<file path="src/rtl/cache_fill_fsm_if.sv">
// cache_fill_fsm_if: miss, memory-return and data/tag-array signals of the cache fill handler
// master: cache pipeline + memory side (drives miss and returned data)
// slave: fill FSM (drives busy, memory request, array write controls)
// FILL_MISS_CNT_EN adds miss_count driven by the slave
interface cache_fill_fsm_if #(parameter int ADDR_W = 16, parameter int WORDS = 8);
    logic              miss_detected;
    logic [ADDR_W-1:0] miss_address;
    logic              memory_data_valid;
    logic [15:0]       memory_data;
    logic              fsm_busy;
    logic              mem_read_en;
    logic [ADDR_W-1:0] memory_address;
    logic [ADDR_W-1:0] fill_address;
    logic [WORDS-1:0]  word_enable;
    logic              write_data_array;
    logic              write_tag_array;
    logic [15:0]       fill_data;
`ifdef FILL_MISS_CNT_EN
    logic [15:0]       miss_count;
    modport master(output miss_detected, miss_address, memory_data_valid, memory_data,
                   input fsm_busy, mem_read_en, memory_address, fill_address, word_enable,
                   write_data_array, write_tag_array, fill_data, miss_count);
    modport slave(input miss_detected, miss_address, memory_data_valid, memory_data,
                  output fsm_busy, mem_read_en, memory_address, fill_address, word_enable,
                  write_data_array, write_tag_array, fill_data, miss_count);
`else
    modport master(output miss_detected, miss_address, memory_data_valid, memory_data,
                   input fsm_busy, mem_read_en, memory_address, fill_address, word_enable,
                   write_data_array, write_tag_array, fill_data);
    modport slave(input miss_detected, miss_address, memory_data_valid, memory_data,
                  output fsm_busy, mem_read_en, memory_address, fill_address, word_enable,
                  write_data_array, write_tag_array, fill_data);
`endif
endinterface

</file>
<file path="src/rtl/cache_fill_fsm.sv">
// cache_fill_fsm: L1 miss handler issuing a pipelined block read and writing returned words into the arrays
// clk, rst_n: clock and synchronous active-low reset
// bus (slave): miss_detected/miss_address in; memory_data_valid/memory_data in;
//   fsm_busy, mem_read_en, memory_address, fill_address, word_enable,
//   write_data_array, write_tag_array, fill_data out
// FILL_MISS_CNT_EN adds bus.miss_count, counting accepted misses
module cache_fill_fsm #(
    parameter int ADDR_W = 16,
    parameter int WORDS  = 8
) (
    input logic             clk,
    input logic             rst_n,
    cache_fill_fsm_if.slave bus
);
    localparam int WI = $clog2(WORDS);
    localparam int BW = ADDR_W - WI - 1;
    typedef enum logic {IDLE, FILL} state_t;
    state_t        state;
    logic [BW-1:0] blk;
    logic [WI:0]   req_cnt;
    logic [WI-1:0] data_cnt;
    logic          busy;
    logic          req_open;
    logic          wr;
    logic          last;
    logic          unused_low;
    assign busy     = state == FILL;
    assign req_open = req_cnt != (WI+1)'(WORDS);
    assign wr       = busy & bus.memory_data_valid;
    assign last     = wr & (data_cnt == WI'(WORDS-1));
    assign unused_low = &{1'b0, bus.miss_address[WI:0]};
    always_ff @(posedge clk) begin
        if (!rst_n) begin
            state    <= IDLE;
            blk      <= '0;
            req_cnt  <= '0;
            data_cnt <= '0;
        end else if (!busy) begin
            if (bus.miss_detected) begin
                state    <= FILL;
                blk      <= bus.miss_address[ADDR_W-1:WI+1];
                req_cnt  <= '0;
                data_cnt <= '0;
            end
        end else begin
            if (req_open) req_cnt <= req_cnt + 1'b1;
            if (wr) data_cnt <= data_cnt + 1'b1;
            if (last) state <= IDLE;
        end
    end
`ifdef FILL_MISS_CNT_EN
    logic [15:0] miss_count;
    always_ff @(posedge clk) begin
        if (!rst_n) miss_count <= '0;
        else if (!busy && bus.miss_detected) miss_count <= miss_count + 1'b1;
    end
    assign bus.miss_count = miss_count;
`endif
    // once all requests are out req_cnt parks at WORDS, so pin the index to the last word to hold the address
    assign bus.fsm_busy         = busy;
    assign bus.mem_read_en      = busy & req_open;
    assign bus.memory_address   = {blk, req_open ? req_cnt[WI-1:0] : WI'(WORDS-1), 1'b0};
    assign bus.fill_address     = {blk, data_cnt, 1'b0};
    assign bus.word_enable      = WORDS'(1) << data_cnt;
    assign bus.write_data_array = wr;
    assign bus.write_tag_array  = last;
    assign bus.fill_data        = busy ? bus.memory_data : 16'h0000;
endmodule

</file>
<file path="src/flat_wrapper.sv">
// flat-port wrapper written by rule: the top's interface ports become plain ports
module cache_fill_fsm_flat 
#(
    parameter int ADDR_W = 16,
    parameter int WORDS  = 8
)
  (clk, rst_n, bus_miss_detected, bus_miss_address, bus_memory_data_valid, bus_memory_data, bus_fsm_busy, bus_mem_read_en, bus_memory_address, bus_fill_address, bus_word_enable, bus_write_data_array, bus_write_tag_array, bus_fill_data);
  cache_fill_fsm_if #(.ADDR_W(ADDR_W), .WORDS(WORDS)) bus_i ();
  input logic clk;
  input logic rst_n;
  input wire logic [$bits(bus_i.miss_detected)-1:0] bus_miss_detected;
  input wire logic [$bits(bus_i.miss_address)-1:0] bus_miss_address;
  input wire logic [$bits(bus_i.memory_data_valid)-1:0] bus_memory_data_valid;
  input wire logic [$bits(bus_i.memory_data)-1:0] bus_memory_data;
  output wire logic [$bits(bus_i.fsm_busy)-1:0] bus_fsm_busy;
  output wire logic [$bits(bus_i.mem_read_en)-1:0] bus_mem_read_en;
  output wire logic [$bits(bus_i.memory_address)-1:0] bus_memory_address;
  output wire logic [$bits(bus_i.fill_address)-1:0] bus_fill_address;
  output wire logic [$bits(bus_i.word_enable)-1:0] bus_word_enable;
  output wire logic [$bits(bus_i.write_data_array)-1:0] bus_write_data_array;
  output wire logic [$bits(bus_i.write_tag_array)-1:0] bus_write_tag_array;
  output wire logic [$bits(bus_i.fill_data)-1:0] bus_fill_data;
  assign bus_i.miss_detected = bus_miss_detected;
  assign bus_i.miss_address = bus_miss_address;
  assign bus_i.memory_data_valid = bus_memory_data_valid;
  assign bus_i.memory_data = bus_memory_data;
  assign bus_fsm_busy = bus_i.fsm_busy;
  assign bus_mem_read_en = bus_i.mem_read_en;
  assign bus_memory_address = bus_i.memory_address;
  assign bus_fill_address = bus_i.fill_address;
  assign bus_word_enable = bus_i.word_enable;
  assign bus_write_data_array = bus_i.write_data_array;
  assign bus_write_tag_array = bus_i.write_tag_array;
  assign bus_fill_data = bus_i.fill_data;
  cache_fill_fsm #(.ADDR_W(ADDR_W), .WORDS(WORDS)) u_core (.clk(clk), .rst_n(rst_n), .bus(bus_i));
endmodule
</file>
<file path="config.mk">
export PLATFORM = sky130hd
export DESIGN_NAME = cache_fill_fsm_flat
export DESIGN_NICKNAME = d
export VERILOG_FILES = /design/src/rtl/cache_fill_fsm_if.sv /design/src/rtl/cache_fill_fsm.sv /design/src/flat_wrapper.sv
export SDC_FILE = /design/constraint.sdc
export NUM_CORES = 1
export LEC_CHECK = 0
export BUFFER_PORTS_ARGS = -buffer_cell sky130_fd_sc_hd__buf_4
export CAP_MARGIN = 15
export CELL_PAD_IN_SITES_DETAIL_PLACEMENT = 0
export CELL_PAD_IN_SITES_GLOBAL_PLACEMENT = 1
export CORE_MARGIN = 2
export CORE_UTILIZATION = 25
export CTS_CLUSTER_DIAMETER = 80
export DETAILED_ROUTE_END_ITERATION = 10
export GPL_ROUTABILITY_DRIVEN = 0
export PLACE_DENSITY_LB_ADDON = 0.1
export SYNTH_ARGS = -nofsm -noshare
export SYNTH_HDL_FRONTEND = slang
export SYNTH_SLANG_ARGS = --single-unit
</file>
<file path="constraint.sdc">
create_clock -name clk -period 1.8 [get_ports clk]
set_clock_uncertainty 0.05 [all_clocks]
set_input_delay 0.09 -clock clk [delete_from_list [all_inputs] [get_ports clk]]
set_output_delay 0.09 -clock clk [all_outputs]
set_load 0.01 [all_outputs]
</file>
======== Word-level counts from Yosys, hierarchy flattened ========
Cells that the tools add are included.
Widths: inputs -> output; s select.
cells by class
  reduce and logical (&&, ||, !) cells .... 4
  muxes and demuxes ....................... 11
  $add $sub $neg .......................... 2
  shifts and indexed selects .............. 1
  bitwise logic cells ..................... 4
  equality and inequality tests ........... 4
operator list
  operator             number
  $mux 16              1
  $mux 3               4
  $mux 4               3
  $shl 1x3->8 const A  1
  $reduce_and 2->1     3
  $add 4x1->4 const B  1
  $ne 2x2->1 const B   2
  $ne 4x4->1 const B   1
  $add 3x1->3 const B  1
  $and 1x1->1          3
  $eq 3x3->1 const B   1
  $mux 1               3
  $reduce_bool 2->1    1
  $not 1->1            1
word-level totals
  flip-flop bits (word level) ............. 20
  input bits .............................. 36
  word-level logic and storage cells ...... 30

======== Longest topological paths before layout ========
  depth after elaboration ................. 4
  mapped depth ............................ 5
  mapped depth without buffers ............ 5

======== Worst setup path after synthesis ========
OpenSTA, ideal clock, no wires.
  path kind ............................... register -> register
  from .................................... reg u_core.req_cnt[0]
  to ...................................... reg u_core.req_cnt[0]
  arrival time ............................ 1176 ps
  period minus slack after synthesis ...... 1306 ps
  slack ................................... 494 ps
  cell stages (with the launch flop) ...... 6
  path buffers ............................ 0
  path through ............................ dfxtp_1 -> inv_1 -> ha_1 -> nand3b_4 -> mux2_4 -> a211oi_2
between the ends
  word-level cells in the longest chain between the ends .. 3
  elaborated cells between the ends (all ways) .. 6
  those cells by class .................... 1 x add/sub; 2 x eq/ne; 2 x mux; 1 x reduce/logical
RTL lines
  item                                               line                                        RTL
  start, declared                                    cache_fill_fsm.sv:20                        logic [WI:0] req_cnt;
  start signal, assigned                             cache_fill_fsm.sv:46                        if (req_open) req_cnt <= req_cnt + 1'b1;
  $add 4x1->4 / $ne 4x4->1 (equally long branches)   cache_fill_fsm.sv:46, cache_fill_fsm.sv:28
  $mux 4 / $ne 2x2->1 (equally long branches)        n/a
  $mux 4 / $reduce_and 2->1 (equally long branches)  n/a
Parallel ways exist; a longest one is shown, timed or not. The select of a mux whose other input is x is not followed.
A chain may end at the register's enable or synchronous reset.

======== Worst setup path after layout ========
  from .................................... reg u_core.req_cnt[0]
  to ...................................... out bus_mem_read_en
between the ends
  word-level cells in the longest chain between the ends .. 2
RTL lines
  item           line                  RTL
  $ne 4x4->1     cache_fill_fsm.sv:28  assign req_open = req_cnt != (WI+1)'(WORDS);
  $and 1x1->1    cache_fill_fsm.sv:61  assign bus.mem_read_en = busy & req_open;
  end, declared  flat_wrapper.sv:16    output wire logic [$bits(bus_i.mem_read_en)-1:0] bus_mem_read_en;
Every way passes these cells.

==> flow_summary.rst <==
.. list-table::
   :header-rows: 1

   * - Metric
     - Value
   * - Relative area change from synthesis to final layout
     - 59.0%
   * - Static Leakage
     - 0.000970 uW
   * - YS warnings
     - 0
   * - Die Y-Extent
     - 73.1 um
   * - Average footprint of a synthesized cell
     - 8.01 sq um
   * - Clk Tree Root Cell
     - clkbuf_8
   * - H-Tree Level Count
     - 1
   * - Critical path buffer and inverter count
     - 3
   * - Min-Delay Startpoint
     - bus_miss_address[11]
   * - Crit. path cell count
     - 6
   * - Horiz. Die Dim
     - 73.1 um
   * - GR Overflow Total
     - 0
   * - Cell-by-cell listing of the critical path
     - inv_1 > ha_1 > nand3b_4 > nand2_1 > inv_1 > buf_4
   * - Post-synthesis sequential element count
     - 20
   * - Fraction of layout cells with a size suffix above 1
     - 45.2%
   * - Dominant combinational cell family by area after synthesis
     - simple AND/OR/NAND/NOR gates
   * - Clk slew on worst S/H paths
     - 80 ps
   * - IO buf count
     - 89
   * - Worst Setup Path Type
     - reg -> out
   * - Crit path largest cell delay
     - 440 ps
   * - TritonCTS clock tree
     - built
   * - Slack of the worst reg-to-reg path
     - 360 ps
   * - Reg2reg end
     - u_core.req_cnt[0]$_SDFFE_PN0P_
   * - Mux contribution to synthesized area
     - 2.10%
   * - Maximum number of pins on one net before global-route repair
     - 20
   * - Worst-skew pair later-pin latency
     - 260 ps
   * - Compound-cell area share of the yosys netlist
     - 12.3%
   * - Maximum fanout count along the critical path
     - 6
   * - Endpoint of the worst setup timing path
     - bus_mem_read_en
   * - CP arrival
     - 1410 ps
   * - Worst hold path class
     - in -> reg
   * - XOR/XNOR Fraction of Synth Area
     - 0%
   * - Number of post-CTS setup repair buffers
     - 0
   * - Detail Route Antenna Nets
     - 0
   * - Final period utilization
     - 86.2%
   * - Area fraction in and, or, nand and nor cells after synthesis
     - 28.8%
   * - Maximum vdd drop
     - 0.733 mV
   * - Start of the worst register-to-register path
     - u_core.req_cnt[1]$_SDFFE_PN0P_
   * - Launching instance or port of the critical path
     - u_core.req_cnt[0]$_SDFFE_PN0P_
   * - ANT cells
     - 0
   * - Layout fillers
     - 500
   * - Vias after detailed routing
     - 1198
   * - Area of the core
     - 4660 sq um
   * - Most frequent standard cell in the layout excluding fill and tap cells
     - buf_4
   * - Kind of cell adding the most delay to the critical path
     - flip-flops
   * - Startpoint type of the worst setup path
     - flop
   * - Kind of end point of the critical path
     - primary output
   * - Cell count of the worst reg-to-reg path
     - 5
   * - Commonest cells after routing, fill and taps aside
     - buf_4 (94), nand2_1 (30), dfxtp_1 (20)
   * - Number of instances in the synthesized netlist
     - 149
   * - Effective utilization at floorplan
     - 25.6%
   * - Post-layout total power
     - 1210 uW
   * - WHS
     - 23.4 ps
   * - Cells taking the most area after synthesis
     - dfxtp_1 (34%), and2_1 (10%), buf_4 (9.4%)
   * - Number of iterations in the first detailed-routing pass
     - 4
   * - Number of distinct library cell variants in the gate-level netlist after synthesis
     - 29
   * - Number of gates resized after cts
     - 0
   * - Total CTS buffers
     - 3
   * - Wire length of the first global-routing pass
     - 5110 um
   * - Post-synthesis instance area
     - 1190 sq um
   * - DIE AREA
     - 5340 sq um
   * - Worst setup margin
     - 249 ps
   * - Detailed-route wire length
     - 3300 um
   * - Number of clock sinks seen by CTS
     - 20
   * - Cell at the slowest stage of the critical path
     - dfxtp_1
   * - Hold buffer count at CTS
     - 0
   * - Detailed-placement wirelength estimate
     - 2650 um
   * - Top-level I/O count
     - 96
   * - Final routed wire length divided by cell count
     - 11.7 um
   * - Max Transition Viols Final
     - 0
   * - Core utilization of the finished layout
     - 40.7%
   * - Deepest clock path buffer count
     - 2
   * - Number of setup violations in the final report
     - 0
   * - Initial antenna violation count
     - 0
   * - Iter 0 DRT Violations
     - 60
   * - Data required time of the critical path
     - 1660 ps
   * - Result of the run
     - finished clean
   * - Most numerous cell on the critical path
     - inv_1
   * - Total Nets Final
     - 273
   * - Max-cap check violation count
     - 0
   * - Average via count per standard cell
     - 4.25
   * - Post-Synth Adder-Cell Area
     - 8.39%
   * - Fin crit period
     - 1550 ps
   * - Sequential element share of the synthesized area
     - 33.5%
   * - Placement row count
     - 25
   * - Setup WS pre-CTS
     - 384 ps
   * - Vias in the first global route
     - 1115
   * - Power density over cell area
     - 640 nW/um^2
   * - Area fraction of the dominant cell type after synthesis
     - 33.5%
   * - Fmax
     - 0.645 GHz
   * - Aggregate negative setup slack
     - 0 ps
   * - Library cell occupying the most area in the post-synthesis netlist
     - dfxtp_1
   * - Total global routing track utilization
     - 12.2%
   * - DRC violation count after routing
     - 0
   * - Hold violation count in the final report
     - 0
   * - Setup repair after global routing missed its margin
     - false
## layer usage
metal	track usage, %	wire, um	part of all wire (%)	vias up
met1	14.7	1280	39	540
met4	2.47	16	0.48	0
met2	21.2	1780	54	38
met5	0	0	0	-
met3	3.87	226	6.8	2
li1	-	-	-	618
## synth_stat cells
cell type  count
nand2_1       30
and2b_1        1
buf_2          1
buf_8          1
nand3b_4       1
dfxtp_1       20
buf_4         15
or2_0          1
and3_1         1
mux2_4         1
clkinv_1       1
inv_1          7
nor3_1         1
nand3_1        6
and2_1        19
ha_1           8
a21o_2         1
clkbuf_1       3
nor2_1         1
nand4b_1       1
a41oi_1        1
o32ai_2        1
a211oi_2       1
mux2i_1        1
a21oi_1       18
conb_1         1
o21ai_0        2
nor2b_1        3
nand2b_1       1
## stage by stage
stage | std cells | instance area (sq um)
after floorplan | 150 | 1200
after global placement | 278 | 1830
after detailed placement | 278 | 1830
after CTS | 282 | 1900
after global routing | 282 | 1900
final | 282 | 1900
## power by group
part / internal [uW] / switching, uW / total (uW) / leakage, uW
Clock: 297 / 150 / 446 / 0.0000357
Combinational: 158 / 127 / 285 / 0.000771
Sequential: 464 / 19.6 / 483 / 0.000164
## flip-flops by register name (all words and copies together) (netlist names)
| name | count |
|---|---|
| u_core.blk | 12 |
| u_core.req_cnt | 4 |
| u_core.data_cnt | 3 |
| u_core.bus.fsm_busy | 1 |
## cells by family after synthesis
| group | count (synthesis) |
|---|---|
| AO/OA/AOI/OAI | 24 |
| adder cells (fa/ha/maj) | 8 |
| buffers and inverters | 28 |
| flip-flops | 20 |
| multiplexers | 2 |
| other | 1 |
| AND/OR/NAND/NOR | 66 |
## worst reg2reg max path, cell delays in order, from the launching register on
cell	delay [ps]
dfxtp_1	350
inv_1	120
ha_1	230
nand3b_4	130
mux2_4	290
a211oi_2	200
## cell type report
class / count / area [sq um] / share of cell area (%)
timing repair buffer: 94 / 706 / 37.2
multi-input combinational: 102 / 623 / 32.8
sequential: 20 / 400 / 21.1
tap: 54 / 67.6 / 3.56
clock buffer: 3 / 41.3 / 2.18
clock inverter: 1 / 30.0 / 1.58
inverter: 8 / 30.0 / 1.58
## worst min path at each step
stage | cells after the start | endpoint
2_1_floorplan | 2 | u_core.bus.fsm_busy$_SDFF_PN0_
3_3_place_gp | 3 | u_core.blk[7]$_SDFFE_PN0P_
3_5_place_dp | 3 | u_core.blk[7]$_SDFFE_PN0P_
4_1_cts | 3 | u_core.blk[8]$_SDFFE_PN0P_
5_1_grt | 3 | u_core.blk[8]$_SDFFE_PN0P_
6_report | 3 | u_core.blk[7]$_SDFFE_PN0P_
(Power assumes the default switching activity.)
